<file path="src/rtl/mem_access_unit.sv">
// mem_access_unit: buffers pipeline load/store requests in a small FIFO and
// issues them one at a time to a stalling cache port. Each access gets one
// response strobe. Misaligned accesses and accesses that stall too long
// return an error response.
module mem_access_unit #(
  parameter int DEPTH   = 2,    // request buffer entries, power of 2, >= 2
  parameter int TIMEOUT = 255   // max stalled cycles per access, 1..255
) (
  input  logic        clk,
  input  logic        reset,
  input  logic        req_valid,
  output logic        req_ready,
  input  logic        req_we,
  input  logic [11:0] req_addr,
  input  logic [31:0] req_wdata,
  output logic        rsp_valid,
  output logic [31:0] rsp_rdata,
  output logic        rsp_err,
  output logic        mem_read,
  output logic        mem_write,
  output logic [9:0]  WordAddress,
  output logic [31:0] DataIn,
  input  logic        stall,
  input  logic [31:0] DataOut
);

  localparam int AW = (DEPTH > 1) ? $clog2(DEPTH) : 1;

  typedef enum logic [1:0] {
    IDLE   = 2'd0,
    ACCESS = 2'd1,
    RESP   = 2'd2
  } state_t;

  state_t state, state_next;

  // Request FIFO storage and bookkeeping
  logic          fifo_we    [DEPTH];
  logic [11:0]   fifo_addr  [DEPTH];
  logic [31:0]   fifo_wdata [DEPTH];
  logic [AW-1:0] wr_ptr, rd_ptr;
  logic [AW:0]   count;

  logic          push, pop;
  logic          fifo_empty;
  logic          head_we;
  logic [11:0]   head_addr;
  logic [31:0]   head_wdata;
  logic          head_aligned;
  logic          in_aligned;

  logic [7:0]    stall_cnt;
  logic          timed_out;

  logic          load_rsp;
  logic [31:0]   rsp_rdata_next;
  logic          rsp_err_next;

  assign fifo_empty   = (count == '0);
  assign req_ready    = (count != (AW+1)'(DEPTH));
  assign push         = req_valid & req_ready;
  assign head_we      = fifo_we[rd_ptr];
  assign head_addr    = fifo_addr[rd_ptr];
  assign head_wdata   = fifo_wdata[rd_ptr];
  assign head_aligned = (head_addr[1:0] == 2'b00);
  assign in_aligned   = (req_addr[1:0] == 2'b00);
  assign timed_out    = stall && (stall_cnt == 8'(TIMEOUT - 1));

  // FIFO payload write; the entries need no reset because count gates every read
  // NOTE: storage arrays are deliberately left out of the reset branch; only
  // the pointers and count that qualify them are reset.
  always_ff @(posedge clk) begin
    if (push) begin
      fifo_we[wr_ptr]    <= req_we;
      fifo_addr[wr_ptr]  <= req_addr;
      fifo_wdata[wr_ptr] <= req_wdata;
    end
  end

  // FIFO pointers and occupancy; simultaneous push and pop leaves count unchanged
  // NOTE: sequential state uses non-blocking assignments so every register
  // samples the pre-edge values regardless of statement order.
  always_ff @(posedge clk or posedge reset) begin
    if (reset) begin
      wr_ptr <= '0;
      rd_ptr <= '0;
      count  <= '0;
    end else begin
      if (push) wr_ptr <= wr_ptr + AW'(1);
      if (pop)  rd_ptr <= rd_ptr + AW'(1);
      case ({push, pop})
        2'b10:   count <= count + (AW+1)'(1);
        2'b01:   count <= count - (AW+1)'(1);
        default: count <= count;
      endcase
    end
  end

  // State register
  always_ff @(posedge clk or posedge reset) begin
    if (reset) state <= IDLE;
    else       state <= state_next;
  end

  // Next state, FIFO pop and response capture decisions
  // NOTE: every signal written here gets a default first so no path can
  // leave one unassigned and infer a latch.
  always_comb begin
    state_next     = state;
    pop            = 1'b0;
    load_rsp       = 1'b0;
    rsp_rdata_next = '0;
    rsp_err_next   = 1'b0;
    case (state)
      IDLE: begin
        if (!fifo_empty) begin
          if (head_aligned) begin
            state_next = ACCESS;
          end else begin
            pop          = 1'b1;
            load_rsp     = 1'b1;
            rsp_err_next = 1'b1;
            state_next   = RESP;
          end
        end else if (push && in_aligned) begin
          // Empty buffer: an aligned arrival goes straight to the cache
          state_next = ACCESS;
        end
      end
      ACCESS: begin
        if (!stall) begin
          pop            = 1'b1;
          load_rsp       = 1'b1;
          rsp_rdata_next = head_we ? 32'h0 : DataOut;
          state_next     = RESP;
        end else if (timed_out) begin
          pop          = 1'b1;
          load_rsp     = 1'b1;
          rsp_err_next = 1'b1;
          state_next   = RESP;
        end
      end
      RESP: begin
        if (!fifo_empty) state_next = head_aligned ? ACCESS : IDLE;
        else if (push && in_aligned) state_next = ACCESS;
        else state_next = IDLE;
      end
      default: state_next = IDLE;
    endcase
  end

  // Stall counter: zero outside ACCESS, so it is clear on every entry; saturates
  always_ff @(posedge clk or posedge reset) begin
    if (reset) begin
      stall_cnt <= '0;
    end else if (state != ACCESS) begin
      stall_cnt <= '0;
    end else if (stall && !timed_out) begin
      stall_cnt <= stall_cnt + 8'd1;
    end
  end

  // Response payload captured on the edge that finishes an access
  always_ff @(posedge clk or posedge reset) begin
    if (reset) begin
      rsp_rdata <= '0;
      rsp_err   <= 1'b0;
    end else if (load_rsp) begin
      rsp_rdata <= rsp_rdata_next;
      rsp_err   <= rsp_err_next;
    end
  end

  // Cache port driven from the FIFO head only while an access is outstanding
  always_comb begin
    rsp_valid   = (state == RESP);
    mem_read    = (state == ACCESS) && !head_we;
    mem_write   = (state == ACCESS) && head_we;
    WordAddress = (state == ACCESS) ? head_addr[11:2] : 10'h0;
    DataIn      = ((state == ACCESS) && head_we) ? head_wdata : 32'h0;
  end

endmodule

</file>
<file path="config.mk">
export PLATFORM = sky130hd
export DESIGN_NAME = mem_access_unit
export DESIGN_NICKNAME = d
export VERILOG_FILES = /design/src/rtl/mem_access_unit.sv
export SDC_FILE = /design/constraint.sdc
export NUM_CORES = 1
export LEC_CHECK = 0
export CAP_MARGIN = 20
export CORE_UTILIZATION = 50
export DETAILED_ROUTE_END_ITERATION = 6
export HOLD_SLACK_MARGIN = 0.06
export PLACE_DENSITY_LB_ADDON = 0.2
export REMOVE_ABC_BUFFERS = 1
export SLEW_MARGIN = 5
export SYNTH_ARGS = -nofsm -noshare
export SYNTH_HDL_FRONTEND = slang
export SYNTH_SLANG_ARGS = --single-unit
</file>
<file path="constraint.sdc">
create_clock -name clk -period 9.39 [get_ports clk]
set_clock_uncertainty 0.05 [all_clocks]
set_input_delay 1.878 -clock clk [delete_from_list [all_inputs] [get_ports clk]]
set_output_delay 1.878 -clock clk [all_outputs]
set_load 0.005 [all_outputs]
</file>
==> summary.md <==
| Metric | Value |
|---|---|
| Status | complete, no violations |
| Initial Utilization | 51.9% |
| Final Cycle Share | 48.8% |
| CP endpoint kind | output pin |
| Die W | 106 um |
| Sw frac | 28.7% |
| Reg2reg end | count[1] |
| Clock power frac | 27.9% |
| RSZ-0062 raised after global routing | no |
| R2R Setup Slk | 6.53 ns |
| Sink Count | 137 |
| Worst Setup SP | state[0] |
| Cell-internal power | 1600 uW |
| Startpoint type of the worst setup path | flip-flop |
| Register bit total from synthesis | 137 |
| Core area | 10400 um2 |
| RD Place Congestion | 0.759 |
| Nets | 592 |
| CP max stage cell | clkdlybuf4s50_1 |
| Final core utilization | 74.4% |
| Pleak | 0.00305 uW |
| FF-to-FF Start | rd_ptr |
| Metal3 WL | 580 um |
| Number of port buffers | 159 |
| Placement row count | 37 |
| Worst-path fanout max | 26 |
| Overflow after GRT | 0 |
| Top cell family by delay on the critical path | simple AND/OR/NAND/NOR gates |
| Die area | 11200 um2 |
| Hold endpoint | rsp_rdata[0] |
| First-pass GRT wire length | 17900 um |
| Hold-fix buffers, CTS | 0 |
| Worst Hold Class | reg2reg |
| Inserted Clock Buffers | 17 |
| Final setup TNS | 0 ns |
| CTS H-tree depth | 4 |
| Primary FF master, synth | edfxtp_1 |
| P_sw | 646 uW |
| # IOs | 160 |
| Worst hold start | rsp_rdata[0] |
| Metal2 WL | 6260 um |
| Yosys warning count | 0 |
| Arr. time, crit path | 2.65 ns |
| Vias in the first global route | 3561 |
| Peak Freq | 0.218 GHz |
| Crit-path cells | nor2b_1 -> nand2_1 -> buf_16 -> nor2_1 -> clkdlybuf4s50_1 |
| DRC Markers | 0 |
| Pre-CTS WS | 4.92 ns |
| Share of flip-flops with an asynchronous set or reset | 34.3% |
| DRT met1 WL | 4610 um |
| Antenna viol nets, final | 0 |
| Cell count after synthesis | 340 |
| CTS tree | built |
| HPWL Detailed | 7460 um |
| Syn-to-layout area delta | 43.3% |
| Hold path depth | 1 |
| Pwr/cell area | 292 nW/um2 |
| # diodes | 0 |
| Crit path required time | 7.46 ns |
| Distinct cells, synth | 39 |
| Vias | 3442 |
| First DRT Iteration DRCs | 173 |
| Max Used Layer | met4 |
| Post-CTS Resized | 0 |
| # Post-CTS Setup Buffers | 0 |
| Vias/cell | 5.24 |
| All-Layer GR Usage | 21.6% |
| Slew margin rel. | 33.8% |
| Min Tclk post-route | 4.58 ns |
| WL per Instance | 17.7 um |
| Largest net degree at the start of global routing | 48 |
| Drt pass-1 iters | 4 |
| Synth Area per Inst | 15.8 um2 |
| Max cap viols | 0 |
| Skew-Pair Late Insertion Delay | 0.52 ns |
| Longest Clk Path Bufs | 2 |
| Maximum VDD drop | 0.170 mV |
| Root Buffer | clkbuf_8 |
| Sequential power share | 39.9% |
| Clock transition at path regs | 0.06 ns |
| CP Class | reg2out |
| Final Max Slew Viols | 0 |
| Synthesized area | 5380 um2 |
| Final WS setup | 4.81 ns |
| Antenna violations before repair | 0 |
| Combinational Power Share | 32.2% |
| Final Hold Fails | 0 |
| Buf/Inv on CP | 2 |
| Setup violators final | 0 |
| Worst R2R Path Depth | 7 |
| Sequential cell area fraction in the yosys report | 72.1% |
| Die H | 106 um |
| Share of layout cells above drive strength 1 | 9.60% |
| Final wirelength | 11600 um |
| Max incr delay on CP | 0.54 ns |
| EDFF count, synth | 90 |
| Worst Tran Pin Value | 0.993 ns |
==> flip-flops by register name, summed over array words and instances (netlist names) <==
register / count
count: 2
fifo_addr: 24
fifo_wdata: 64
fifo_we: 2
rd_ptr: 1
rsp_err: 1
rsp_rdata: 32
stall_cnt: 8
state: 2
wr_ptr: 1
==> cell type report <==
cell class	instances	area, um2
clock inverter	6	58.8
fill	683	2660
clock buffer	26	510
timing repair buffer	165	1690
multi-input combinational	179	1370
inverter	8	30.0
sequential	137	3880
tap	136	170
==> cells in the final DEF (no fill, tap or decap), drive strengths merged, types with 2 or more instances in the layout <==
| cell | n |
|---|---|
| nand4 | 2 |
| mux2i | 43 |
| ha | 3 |
| clkdlybuf4s50 | 159 |
| nand2b | 2 |
| and3 | 3 |
| xor2 | 3 |
| buf | 6 |
| xnor2 | 8 |
| a22o | 32 |
| o21ai | 4 |
| nor3 | 4 |
| nor2 | 56 |
| nand2 | 4 |
| dfrtp | 47 |
| clkbuf | 26 |
| inv | 9 |
| clkinv | 3 |
| nor2b | 2 |
| edfxtp | 90 |
==> through the flow <==
| step | std cells | area (um2) | total power, uW | hold slack, ns |
|---|---|---|---|---|
| 3_5_place_dp | 621 | 7060 | 1620 | 0.440 |
| 5_1_grt | 657 | 7710 | 2360 | 0.459 |
| 2_1_floorplan | 324 | 5270 | 1270 | 0.410 |
| 3_3_place_gp | 621 | 7060 | 1590 | 0.429 |
| 4_1_cts | 653 | 7630 | 2260 | 0.457 |
| 6_report | 657 | 7710 | 2250 | 0.453 |
==> worst register-to-register path: stages, from the launching register on <==
cell	delay, ns
dfrtp_2	0.37
buf_4	0.63
a211oi_4	0.19
a22oi_4	0.87
inv_2	0.07
ha_1	0.33
nor2_1	0.13
xor2_1	0.14
==> synthesized netlist by cell type (2+ instances only) <==
library cell,n,share of area (%)
nor2b_1,2,0.23
nor3_1,2,0.19
edfxtp_1,90,50
inv_1,5,0.35
xor2_1,3,0.49
ha_1,3,0.70
a22o_1,32,5.2
dfrtp_1,47,22
nand2_1,4,0.28
buf_2,11,1.0
nor2_1,55,3.8
nor3_4,2,0.60
buf_6,3,0.63
mux2i_1,43,8.0
and3_1,3,0.35
inv_2,3,0.21
o21ai_1,2,0.19
xnor2_1,8,1.3
nand2b_1,2,0.23
==> cells by family after synthesis <==
kind of cell / synth area share [%]
XOR/XNOR: 1.79
flip-flops: 72.1
adder cells (fa/ha/maj): 0.698
AO/OA/AOI/OAI: 7.58
AND/OR/NAND/NOR: 7.00
multiplexers: 8.28
buffers and inverters: 2.56
==> routing by layer <==
layer / GRT usage [%] / up-vias
met2: 36.8 / 107
met5: 0 / -
met3: 6.74 / 16
met4: 9.23 / 0
met1: 25.1 / 1714
li1: - / 1605
==> worst max path at each step <==
stage	end	slack (ns)	cells after the start
after global placement	DataIn[28]	5.04	4
after detailed placement	DataIn[28]	4.92	4
final	DataIn[12]	4.81	5
after CTS	DataIn[28]	4.32	4
after global routing	DataIn[6]	4.66	5
after floorplan	DataIn[0]	4.68	3
==> power by group through the flow <==
stage	sequential [uW]	clock (uW)	combinational, uW
after detailed placement	908	0	715
after CTS	900	638	720
after global routing	912	669	783
after global placement	896	0	697
after floorplan	937	0	332
final	898	627	725
Note: power is estimated with default switching activity, not from simulation.
